## config.mk

```make
export PLATFORM = sky130hd
export DESIGN_NAME = red_pitaya_cordic_rotator
export DESIGN_NICKNAME = d
export VERILOG_FILES = /design/src/rtl/red_pitaya_cordic_pkg.sv /design/src/rtl/red_pitaya_cordic_rot_stage.sv /design/src/rtl/red_pitaya_cordic_rotator.sv
export SDC_FILE = /design/constraint.sdc
export NUM_CORES = 2
export LEC_CHECK = 0
export ABC_AREA = 1
export CORE_UTILIZATION = 59
export CTS_CLUSTER_DIAMETER = 30
export DETAILED_ROUTE_END_ITERATION = 16
export MAX_ROUTING_LAYER = met4
export PLACE_DENSITY = 0.85
export SYNTH_ARGS = -nofsm -noshare
export SYNTH_HDL_FRONTEND = slang
export SYNTH_SLANG_ARGS = --single-unit
```

## constraint.sdc

```tcl
create_clock -name clk_i -period 5.83 [get_ports clk_i]
set_input_delay 1.749 -clock clk_i [delete_from_list [all_inputs] [get_ports clk_i]]
set_output_delay 1.749 -clock clk_i [all_outputs]
set_load 0.01 [all_outputs]
```

## src/rtl/red_pitaya_cordic_pkg.sv

```systemverilog
// Shared CORDIC constants for the Red Pitaya rotation-mode and vectoring-mode
// blocks.
//
// Contents:
//   ATAN_TABLE      atan(2^-k)/(2*pi) in units of 2^-16 turn, k = 0..15
//   GAINCOMP        round(2^15 / 1.646760), the inverse of the CORDIC gain
//   GAINCOMP_SHIFT  fractional bits of GAINCOMP
//   cordic_atan()   table entry rounded to a phase accumulator of a given
//                   width. The accumulator holds the top zbits of the 16-bit
//                   turn word, so one LSB is 2^-zbits turn.
package red_pitaya_cordic_pkg;

    localparam int ATAN_FRAC_BITS = 16;

    localparam int ATAN_TABLE [0:15] = '{
        8192, 4836, 2555, 1297, 651, 326, 163, 81,
        41,   20,   10,   5,    3,   1,   1,   0
    };

    localparam int GAINCOMP       = 19898;
    localparam int GAINCOMP_SHIFT = 15;

    function automatic int cordic_atan(input int k, input int zbits);
        int s;
        s = ATAN_FRAC_BITS - zbits;
        if (s <= 0) begin
            return ATAN_TABLE[k] <<< (-s);
        end
        return (ATAN_TABLE[k] + (1 <<< (s - 1))) >>> s;
    endfunction

endpackage

```

## src/rtl/red_pitaya_cordic_rot_stage.sv

```systemverilog
// One registered rotation-mode CORDIC micro-rotation.
//
// The residual angle z decides the direction. A non-negative z means the
// vector still has to turn counter-clockwise. All shifts are arithmetic. The
// register advances every cycle and has no enable.
//
// Parameters:
//   WW     x/y width
//   ZW     residual angle width, LSB = 2^-ZW turn
//   SHIFT  micro-rotation index k, which is the shift amount
//   ANGLE  atan(2^-k) in units of 2^-ZW turn
// Ports:
//   clk_i, rstn_i   clock, asynchronous active-low reset
//   x_i, y_i, z_i   vector and residual angle from the previous stage
//   x_o, y_o, z_o   registered results
module red_pitaya_cordic_rot_stage #(
    parameter int WW    = 18,
    parameter int ZW    = 14,
    parameter int SHIFT = 0,
    parameter int ANGLE = 0
) (
    input  logic          clk_i,
    input  logic          rstn_i,
    input  logic [WW-1:0] x_i,
    input  logic [WW-1:0] y_i,
    input  logic [ZW-1:0] z_i,
    output logic [WW-1:0] x_o,
    output logic [WW-1:0] y_o,
    output logic [ZW-1:0] z_o
);

    localparam logic [ZW-1:0] ANGLE_Z = ZW'(ANGLE);

    logic [WW-1:0] x_sh;
    logic [WW-1:0] y_sh;

    assign x_sh = $signed(x_i) >>> SHIFT;
    assign y_sh = $signed(y_i) >>> SHIFT;

    always_ff @(posedge clk_i or negedge rstn_i) begin
        if (!rstn_i) begin
            x_o <= '0;
            y_o <= '0;
            z_o <= '0;
        end else if (!z_i[ZW-1]) begin
            x_o <= x_i - y_sh;
            y_o <= y_i + x_sh;
            z_o <= z_i - ANGLE_Z;
        end else begin
            x_o <= x_i + y_sh;
            y_o <= y_i - x_sh;
            z_o <= z_i + ANGLE_Z;
        end
    end

endmodule

```

## src/rtl/red_pitaya_cordic_rotator.sv

```systemverilog
// Pipelined rotation-mode CORDIC that turns (phase, amplitude) into an (i, q)
// pair. It is the inverse of the vectoring phase detector and uses the same
// phase encoding: an unsigned fraction of one turn, counter-clockwise positive.
//
// Ports:
//   clk_i    system clock
//   rstn_i   asynchronous reset, active low
//   valid_i  input sample strobe
//   phase_i  phase, turns * 2^PHASEWIDTH
//   amp_i    signed amplitude
//   i_o      amp*cos(phase) * 2^(OUTPUTWIDTH-INPUTWIDTH), symmetric saturation
//   q_o      amp*sin(phase) * 2^(OUTPUTWIDTH-INPUTWIDTH), symmetric saturation
//   valid_o  output strobe, aligned with i_o/q_o
//
// Handshake: valid-only streaming with no ready and no backpressure. Every
// sample presented with valid_i high is accepted on that clock edge. It
// appears on i_o/q_o with valid_o high exactly NSTAGES+2 cycles later. The
// datapath advances every cycle whatever valid_i is, and valid travels beside
// it as a tag. Reset empties the tag pipe, so no sample in flight survives it.
//
// Pipeline: stage 0 does the quadrant pre-rotation, NSTAGES micro-rotations
// follow, and the last register applies gain compensation, rounding and
// saturation.
module red_pitaya_cordic_rotator
    import red_pitaya_cordic_pkg::*;
#(
    parameter int INPUTWIDTH   = 12,
    parameter int OUTPUTWIDTH  = 14,
    parameter int WORKINGWIDTH = 18,
    parameter int PHASEWIDTH   = 12,
    parameter int NSTAGES      = 10
) (
    input  logic                   clk_i,
    input  logic                   rstn_i,
    input  logic                   valid_i,
    input  logic [PHASEWIDTH-1:0]  phase_i,
    input  logic [INPUTWIDTH-1:0]  amp_i,
    output logic [OUTPUTWIDTH-1:0] i_o,
    output logic [OUTPUTWIDTH-1:0] q_o,
    output logic                   valid_o
);

    localparam int IW        = INPUTWIDTH;
    localparam int OW        = OUTPUTWIDTH;
    localparam int WW        = WORKINGWIDTH;
    localparam int PW        = PHASEWIDTH;
    localparam int ZW        = PW + 2;
    localparam int MSB_GUARD = 2;
    localparam int LSB_GUARD = WW - IW - MSB_GUARD;
    localparam int LAT       = NSTAGES + 2;
    // After gain compensation x carries amp * 2^LSB_GUARD. The output wants
    // amp * 2^(OW-IW), so one shift removes both the gain fraction and the
    // guard bits.
    localparam int OUT_SHIFT = GAINCOMP_SHIFT + LSB_GUARD - (OW - IW);
    localparam int PRODW     = WW + 16;

    localparam logic signed [PRODW-1:0] GAIN_W   = PRODW'(GAINCOMP);
    localparam logic signed [PRODW-1:0] ROUND_W  = PRODW'(1) <<< (OUT_SHIFT - 1);
    localparam logic signed [PRODW-1:0] SAT_MAX  = (PRODW'(1) <<< (OW - 1)) - PRODW'(1);
    localparam logic signed [PRODW-1:0] SAT_MIN  = -SAT_MAX;

    // ---------------------------------------------------------------- stage 0
    logic [1:0]    qd;
    logic [PW-1:0] res;
    logic [WW-1:0] a_ext;
    logic [WW-1:0] a_neg;
    logic [WW-1:0] x0_d;
    logic [WW-1:0] y0_d;
    logic [WW-1:0] x_s0;
    logic [WW-1:0] y_s0;
    logic [ZW-1:0] z_s0;

    // Round the phase to the nearest quadrant. Adding 1/8 turn only carries
    // into the top two bits through bit PW-3, so that bit alone is added.
    // A phase exactly on a quadrant edge therefore rounds up.
    assign qd    = phase_i[PW-1:PW-2] + {1'b0, phase_i[PW-3]};
    // The subtraction wraps mod one turn and gives a signed residual in
    // [-1/8, 1/8) turn.
    assign res   = phase_i - {qd, {(PW-2){1'b0}}};
    assign a_ext = {{MSB_GUARD{amp_i[IW-1]}}, amp_i, {LSB_GUARD{1'b0}}};
    assign a_neg = -a_ext;

    always_comb begin
        x0_d = '0;
        y0_d = '0;
        case (qd)
            2'd0:    x0_d = a_ext;
            2'd1:    y0_d = a_ext;
            2'd2:    x0_d = a_neg;
            default: y0_d = a_neg;
        endcase
    end

    always_ff @(posedge clk_i or negedge rstn_i) begin
        if (!rstn_i) begin
            x_s0 <= '0;
            y_s0 <= '0;
            z_s0 <= '0;
        end else begin
            x_s0 <= x0_d;
            y_s0 <= y0_d;
            // The residual is held at 2^-(PW+2) turn so that it lines up
            // with the arctangent constants.
            z_s0 <= {res, 2'b00};
        end
    end

    // ------------------------------------------------------- micro-rotations
    logic [WW-1:0] x_pipe [0:NSTAGES];
    logic [WW-1:0] y_pipe [0:NSTAGES];
    logic [ZW-1:0] z_pipe [0:NSTAGES];
    logic [ZW-1:0] z_residual_unused;

    assign x_pipe[0] = x_s0;
    assign y_pipe[0] = y_s0;
    assign z_pipe[0] = z_s0;
    assign z_residual_unused = z_pipe[NSTAGES];

    for (genvar k = 0; k < NSTAGES; k++) begin : g_stage
        red_pitaya_cordic_rot_stage #(
            .WW    (WW),
            .ZW    (ZW),
            .SHIFT (k),
            .ANGLE (cordic_atan(k, ZW))
        ) u_stage (
            .clk_i  (clk_i),
            .rstn_i (rstn_i),
            .x_i    (x_pipe[k]),
            .y_i    (y_pipe[k]),
            .z_i    (z_pipe[k]),
            .x_o    (x_pipe[k+1]),
            .y_o    (y_pipe[k+1]),
            .z_o    (z_pipe[k+1])
        );
    end

    // ---------------------------------------------------------- output stage
    // Gain compensation, round-half-up, then symmetric saturation. The most
    // negative code is never produced.
    function automatic logic [OW-1:0] scale_sat(input logic [WW-1:0] v);
        logic signed [PRODW-1:0] prod;
        logic signed [PRODW-1:0] rounded;
        prod    = $signed({{(PRODW-WW){v[WW-1]}}, v}) * GAIN_W;
        rounded = (prod + ROUND_W) >>> OUT_SHIFT;
        if (rounded > SAT_MAX) begin
            return SAT_MAX[OW-1:0];
        end
        if (rounded < SAT_MIN) begin
            return SAT_MIN[OW-1:0];
        end
        return rounded[OW-1:0];
    endfunction

    logic [LAT-1:0] valid_sr;

    always_ff @(posedge clk_i or negedge rstn_i) begin
        if (!rstn_i) begin
            i_o      <= '0;
            q_o      <= '0;
            valid_sr <= '0;
        end else begin
            i_o      <= scale_sat(x_pipe[NSTAGES]);
            q_o      <= scale_sat(y_pipe[NSTAGES]);
            valid_sr <= {valid_sr[LAT-2:0], valid_i};
        end
    end

    assign valid_o = valid_sr[LAT-1];

endmodule

```

== After elaboration in Yosys (flattened, before gate mapping) ==
Index checks and enable logic that the tools add are counted.

* Output and inout bits: 29
* Bits in registers: 574

* $mul: 2
* Reduce and logical (&&, ||, !) cells: 2
* Muxes and demuxes: 45
* Order comparisons: 4
* Equal/unequal tests: 2
* Add/sub/neg operators: 62

{| class="wikitable"
|+ Operator list
! cell !! number
|-
| 18-bit two-way mux || 20
|-
| 18-bit subtractor || 20
|-
| 18-bit adder || 19
|-
| 14-bit two-way mux || 17
|-
| 18-bit case mux with 2 select lines || 2
|-
| 34-bit by 18-bit adder with 34-bit output (second input constant) || 2
|-
| 18-bit by 15-bit multiplier with 33-bit output (second input constant) || 2
|-
| 17-bit by 14-bit greater-than comparator with 1-bit output (second input constant) || 2
|-
| 17-bit by 14-bit less-than comparator with 1-bit output (second input constant) || 2
|-
| 18-bit negation || 1
|-
| 14-bit by 10-bit adder with 14-bit output (second input constant) || 1
|-
| 14-bit by 11-bit adder with 14-bit output (second input constant) || 1
|-
| 14-bit by 12-bit adder with 14-bit output (second input constant) || 1
|-
| 14-bit by 4-bit adder with 14-bit output (second input constant) || 1
|-
| 14-bit by 5-bit adder with 14-bit output (second input constant) || 1
|-
| 14-bit by 6-bit adder with 14-bit output (second input constant) || 1
|-
| 14-bit by 7-bit adder with 14-bit output (second input constant) || 1
|-
| 14-bit by 8-bit adder with 14-bit output (second input constant) || 1
|-
| 14-bit by 9-bit adder with 14-bit output (second input constant) || 1
|-
| 14-bit by 10-bit subtractor with 14-bit output (second input constant) || 1
|-
| 14-bit by 11-bit subtractor with 14-bit output (second input constant) || 1
|-
| 14-bit by 12-bit subtractor with 14-bit output (second input constant) || 1
|-
| 14-bit by 4-bit subtractor with 14-bit output (second input constant) || 1
|-
| 14-bit by 5-bit subtractor with 14-bit output (second input constant) || 1
|-
| other kinds (11) || 16
|}

== Depth between registers and ports, before layout ==
* Depth after elaboration: 7
* Mapped depth: 39
* Gate-level depth less buffers: 38

== By module ==
A second synthesis with hierarchy kept.

* Cells, all modules: 8294
* Area total of the unflattened synthesis: 60629.4 um2

{| class="wikitable"
|+ Modules (own cells, without submodules)
! module !! cells each !! area an instance (um2) !! instances
|-
| red_pitaya_cordic_rotator || 2052 || 16233.1 || 1
|-
| red_pitaya_cordic_rot_stage at g_stage[1].u_stage || 653 || 4596.9 || 1
|-
| red_pitaya_cordic_rot_stage at g_stage[4].u_stage || 635 || 4543.1 || 1
|-
| red_pitaya_cordic_rot_stage at g_stage[3].u_stage || 656 || 4536.9 || 1
|-
| red_pitaya_cordic_rot_stage at g_stage[0].u_stage || 672 || 4535.6 || 1
|-
| red_pitaya_cordic_rot_stage at g_stage[2].u_stage || 635 || 4495.6 || 1
|-
| red_pitaya_cordic_rot_stage at g_stage[5].u_stage || 606 || 4446.8 || 1
|-
| red_pitaya_cordic_rot_stage at g_stage[6].u_stage || 609 || 4418.0 || 1
|-
| red_pitaya_cordic_rot_stage at g_stage[7].u_stage || 608 || 4332.9 || 1
|-
| red_pitaya_cordic_rot_stage at g_stage[9].u_stage || 580 || 4257.8 || 1
|-
| red_pitaya_cordic_rot_stage at g_stage[8].u_stage || 588 || 4232.8 || 1
|}

== Worst setup path after synthesis ==
Ideal clock, no wire load.

* Kind: reg2reg
* From: register g_stage[9].u_stage.x_o[17]
* To: register i_o[0]
* Arrival time: 5.840 ns
* Required time: 5.702 ns
* Cell stages (with the launch flop): 29
* Period minus slack after synthesis: 5.968 ns
* Path slack: -0.138 ns
* Buffers on the path: 1
* Cells stage by stage: dfrtp_1 > ha_1 > fa_1 > inv_1 > fa_1 > fa_1 > fa_1 > inv_1 > fa_1 > inv_1 > ha_1 > a21oi_1 > o21ai_1 > inv_1 > nand2_1 > inv_2 > nand2_1 > nand2_1 > nand2_1 > nor2_1 > nand2_4 > nor2_8 > nand3_2 > nand3b_4 > xor2_2 > inv_2 > nand2_4 > buf_8 > nand3b_2

* Word-level cells in the longest chain between the ends: 7
* Elaborated cells between the ends (all ways): 10
* Classes of those cells: add/sub (1); mul (1); order compare (2); mux (6)

{| class="wikitable"
|+ RTL lines
! what !! line !! source
|-
| start, declared || red_pitaya_cordic_rot_stage.sv:27 || <nowiki>output logic [WW-1:0] x_o,</nowiki>
|-
| start signal, assigned || red_pitaya_cordic_rot_stage.sv:46 || <nowiki>x_o <= x_i - y_sh;</nowiki>
|-
| start signal, assigned || red_pitaya_cordic_rot_stage.sv:50 || <nowiki>x_o <= x_i + y_sh;</nowiki>
|-
| 18-bit by 15-bit multiplier with 33-bit output (*) || red_pitaya_cordic_rotator.sv:143 || <nowiki>prod = $signed({{(PRODW-WW){v[WW-1]}}, v}) * GAIN_W;</nowiki>
|-
| 34-bit by 18-bit adder with 34-bit output (*) || red_pitaya_cordic_rotator.sv:144 || <nowiki>rounded = (prod + ROUND_W) >>> OUT_SHIFT;</nowiki>
|-
| 17-bit by 14-bit less-than comparator with 1-bit output || red_pitaya_cordic_rotator.sv:148 || <nowiki>if (rounded < SAT_MIN) begin</nowiki>
|-
| 1-bit two-way mux (2 in a row) || red_pitaya_cordic_rotator.sv:148 ||
|-
| 14-bit two-way mux || red_pitaya_cordic_rotator.sv:151 || <nowiki>return rounded[OW-1:0];</nowiki>
|-
| 14-bit two-way mux (*) || red_pitaya_cordic_rotator.sv:148 ||
|-
| end signal, assigned || red_pitaya_cordic_rotator.sv:162 || <nowiki>i_o <= scale_sat(x_pipe[NSTAGES]);</nowiki>
|-
| end, declared || red_pitaya_cordic_rotator.sv:38 || <nowiki>output logic [OUTPUTWIDTH-1:0] i_o,</nowiki>
|}

Mark *: on every way between the ends. The rest lies on a longest branch, timed or not. The select of a mux whose other input is x is not followed.

== Worst setup path after layout ==
* From: register g_stage[9].u_stage.y_o[11]
* To: register q_o[7]

* Word-level cells in the longest chain between the ends: 7
* Elaborated cells between the ends (all ways): 10
* Classes of those cells: add/sub (1); mul (1); order compare (2); mux (6)

{| class="wikitable"
|+ RTL lines
! what !! line !! source
|-
| start, declared || red_pitaya_cordic_rot_stage.sv:28 || <nowiki>output logic [WW-1:0] y_o,</nowiki>
|-
| start signal, assigned || red_pitaya_cordic_rot_stage.sv:47 || <nowiki>y_o <= y_i + x_sh;</nowiki>
|-
| start signal, assigned || red_pitaya_cordic_rot_stage.sv:51 || <nowiki>y_o <= y_i - x_sh;</nowiki>
|-
| 18-bit by 15-bit multiplier with 33-bit output (*) || red_pitaya_cordic_rotator.sv:143 ||
|-
| 34-bit by 18-bit adder with 34-bit output (*) || red_pitaya_cordic_rotator.sv:144 ||
|-
| 17-bit by 14-bit less-than comparator with 1-bit output || red_pitaya_cordic_rotator.sv:148 ||
|-
| 1-bit two-way mux (2 in a row) || red_pitaya_cordic_rotator.sv:148 ||
|-
| 14-bit two-way mux || red_pitaya_cordic_rotator.sv:151 ||
|-
| 14-bit two-way mux (*) || red_pitaya_cordic_rotator.sv:148 ||
|-
| end signal, assigned || red_pitaya_cordic_rotator.sv:163 || <nowiki>q_o <= scale_sat(y_pipe[NSTAGES]);</nowiki>
|-
| end, declared || red_pitaya_cordic_rotator.sv:39 || <nowiki>output logic [OUTPUTWIDTH-1:0] q_o,</nowiki>
|}

Marks and branches as above.

==> impl_metrics.yaml <==
detailed_routing:
  drc: 0
  drtAntennaViolNets: 0
  viasPerCell: 5.70
  drtIter0Drc: 3458
  drt_first_pass_iters: 7
  num_vias: 42500
  post_drt_wl_per_cell_um: 18.0
  wirelength_mm: 134
worst_setup_path:
  cp-start-kind: "flip-flop"
  arrival_ns: 7.10
  path_delay_family: "adder cells"
  cp_max_fo: 7
  worstRegToRegCells: 36
  rr_startpoint: "g_stage[9].u_stage.y_o[11]$_DFF_PN0_"
  rrSetupSlack_ns: -0.71
  critPathBufInv: 10
  endpoint_kind: "flip-flop"
  critPathMaxStageDelay_ns: 0.53
  cp_common_cell: "fa_1"
  crit_slowest_cell: "fa_1"
  crit_type: "reg -> reg"
  crit_required_ns: 6.39
  worstReg2RegEnd: "q_o[7]$_DFF_PN0_"
placed_design:
  hpwl_mm: 90.2
  dp_slack_ns: -0.471
  gp_congestion: 0.957
  port-buffer-count: 55
  placed_area_um2: 52500
  dp.cells: 7164
synth:
  synth_ff_type: "dfrtp_1"
  avgSynthCellArea_um2: 8.37
  syn-cell-area_um2: 48600
  yosysWarnings: 0
  ys_async_sr_fraction_pct: 100
  synth_cell_types: 62
  synth.most_common_cell: "nand2_1"
  seq_area_frac_synth_pct: 27.3
  synthTopCellsByArea: "dfrtp_1, ha_1, fa_1, nand2_1, inv_1"
  synth_top_area_share_pct: 27.3
  synth_commonest_cells: "nand2_1, inv_1, ha_1"
  ys_seq_elements: 530
  syn_inst: 5802
  synth_edf_count: 0
  syn_nets: 6757
  yosysTopAreaCell: "dfrtp_1"
cts:
  clock-sinks: 530
  cts.path.max_buffers: 3
  cts_hold_buf: 0
  ctsRootBufferMaster: "clkbuf_16"
  clk_latency_ns: 0.71
  tritoncts: "done"
  cts_inserted_buffers: 104
  clk_pin_slew_worst_paths_ns: 0.05
  ctsHtreeMaxLevel: 3
finish:
  drive_gt1_share_pct: 16.6
  area_growth_pct: 21.9
  finalNonFillerCells: 7457
  diodes: 0
  final_cell_area_um2: 59200
  fillers: 5126
  nNetsFinal: 7262
sta:
  fin_tns_setup_ns: -15.13
  min_period_ns: 6.54
  setup_slack_ns: -0.708
  setup_viol: 28
  fmax_ghz: 0.153
  rsz0062_at_grt: "yes"
  maxSlewHeadroom_pct: 34.5
  maxSlewViolCount: 0
  post-route-period-util_pct: 112
  worst_slew_pin_slew_ns: 0.983
  fin_skew_ns: 0.0905
  hold_viol: 0
status:
  status: "finished, violations left"
  failed_checks: "negative setup slack"
global_route:
  antenna_found_initial: 1
  grtUsageTotal_pct: 32.0
  grt_pass1_wl_mm: 211
  gr-total-overflow: 0
  grt_pass1_vias: 43600
  grt_max_degree: 113
floorplan:
  die_w_um: 289
  pin_count: 56
  start_util_pct: 59.9
  fp.dieArea_um2: 83500
  fp.dieH_um: 289
  placementRows: 104
  core_um2: 81100
hold_path:
  hold_path_depth: 0
  hp-class: "reg -> reg"
  hold_end: "g_stage[7].u_stage.z_o[1]$_DFF_PN0_"
  hp-start: "g_stage[6].u_stage.z_o[1]$_DFF_PN0_"
job:
  cap_viol_max_count: 0
-- cells in the final DEF (no fill, tap or decap), types with 54 or more instances in the layout --
| master | count |
|---|---|
| buf_4 | 349 |
| inv_1 | 986 |
| nand2_1 | 939 |
| xor2_1 | 412 |
| fa_1 | 247 |
| dfrtp_1 | 508 |
| inv_2 | 58 |
| a21oi_1 | 410 |
| nand3_1 | 159 |
| o21ai_0 | 253 |
| nand2_2 | 126 |
| nor2_1 | 249 |
| xnor2_1 | 170 |
| ha_1 | 601 |
| ha_4 | 64 |
| clkbuf_16 | 106 |
| nor3_1 | 58 |
| clkdlybuf4s50_1 | 54 |
-- flip-flops by register name (all words and copies together), names as in the netlist --
| signal | cells |
|---|---|
| valid_sr | 12 |
| q_o | 14 |
| y_s0 | 14 |
| g_stage.u_stage.y_o | 172 |
| z_s0 | 12 |
| g_stage.u_stage.z_o | 109 |
| g_stage.u_stage.x_o | 169 |
| i_o | 14 |
| x_s0 | 14 |
-- logic make-up after synthesis --
group           share of synthesized area (%)
mux                                    0.0618
other cells                           0.00772
simple gates                             15.2
buf+inv                                  8.58
xor+xnor                                 10.6
flops                                    27.3
fa+ha+maj                                27.9
compound gates                           10.3
-- worst max path at each step --
stage	start	end	slack, ns	cells after the start
2_1_floorplan	g_stage[9].u_stage.x_o[8]$_DFF_PN0_	i_o[0]$_DFF_PN0_	0.0001	33
3_3_place_gp	g_stage[9].u_stage.y_o[10]$_DFF_PN0_	q_o[0]$_DFF_PN0_	-0.45	25
6_report	g_stage[9].u_stage.y_o[11]$_DFF_PN0_	q_o[7]$_DFF_PN0_	-0.71	36
4_1_cts	g_stage[9].u_stage.x_o[10]$_DFF_PN0_	i_o[6]$_DFF_PN0_	-0.22	32
3_5_place_dp	g_stage[9].u_stage.y_o[9]$_DFF_PN0_	q_o[0]$_DFF_PN0_	-0.47	31
5_1_grt	g_stage[9].u_stage.y_o[11]$_DFF_PN0_	q_o[7]$_DFF_PN0_	-0.88	36
-- per-stage QoR --
stage	util, %	hold slack [ns]
after CTS	71.9	0.333
after global placement	64.8	0.331
after global routing	73.1	0.345
after detailed placement	64.8	0.336
final	73.1	0.334
after floorplan	-	0.331
-- timing repair --
item / CTS / global route
cloned: 4 / 1
pin swaps: 125 / 191
resized for setup: 318 / 177
setup endpoints to repair: 28 / 28
buffers inserted: 64 / 28
-- area by class of cell --
type	count	area (µm²)	area share [%]
Clock buffer	116	2720	4.59
Clock inverter	80	1040	1.76
Inverter	1060	4000	6.74
Multi-Input combinational cell	4173	33200	56.0
Sequential cell	530	13300	22.4
Tap cell	1060	1330	2.24
Timing Repair Buffer	438	3670	6.20
-- per-layer routing --
metal | track usage [%] | share of wire (%) | up-vias
met5 | - | 0 | -
met4 | 13.1 | 4.8 | 0
met2 | 55.7 | 51 | 1869
met3 | 4.34 | 6.4 | 589
met1 | 37.0 | 38 | 20400
li1 | - | - | 19600
-- worst reg2reg max path: cells and delay by family, from the launching register on --
| family | cells | cell delay, ns |
|---|---|---|
| buffers and inverters | 10 | 0.75 |
| DFF | 1 | 0.43 |
| and+or+nand+nor | 18 | 1.89 |
| adders and majority gates | 8 | 3.33 |
Power is left out: the tool's default activity adds up to more than one toggle a clock period on the data nets, which glitch-free logic cannot reach.
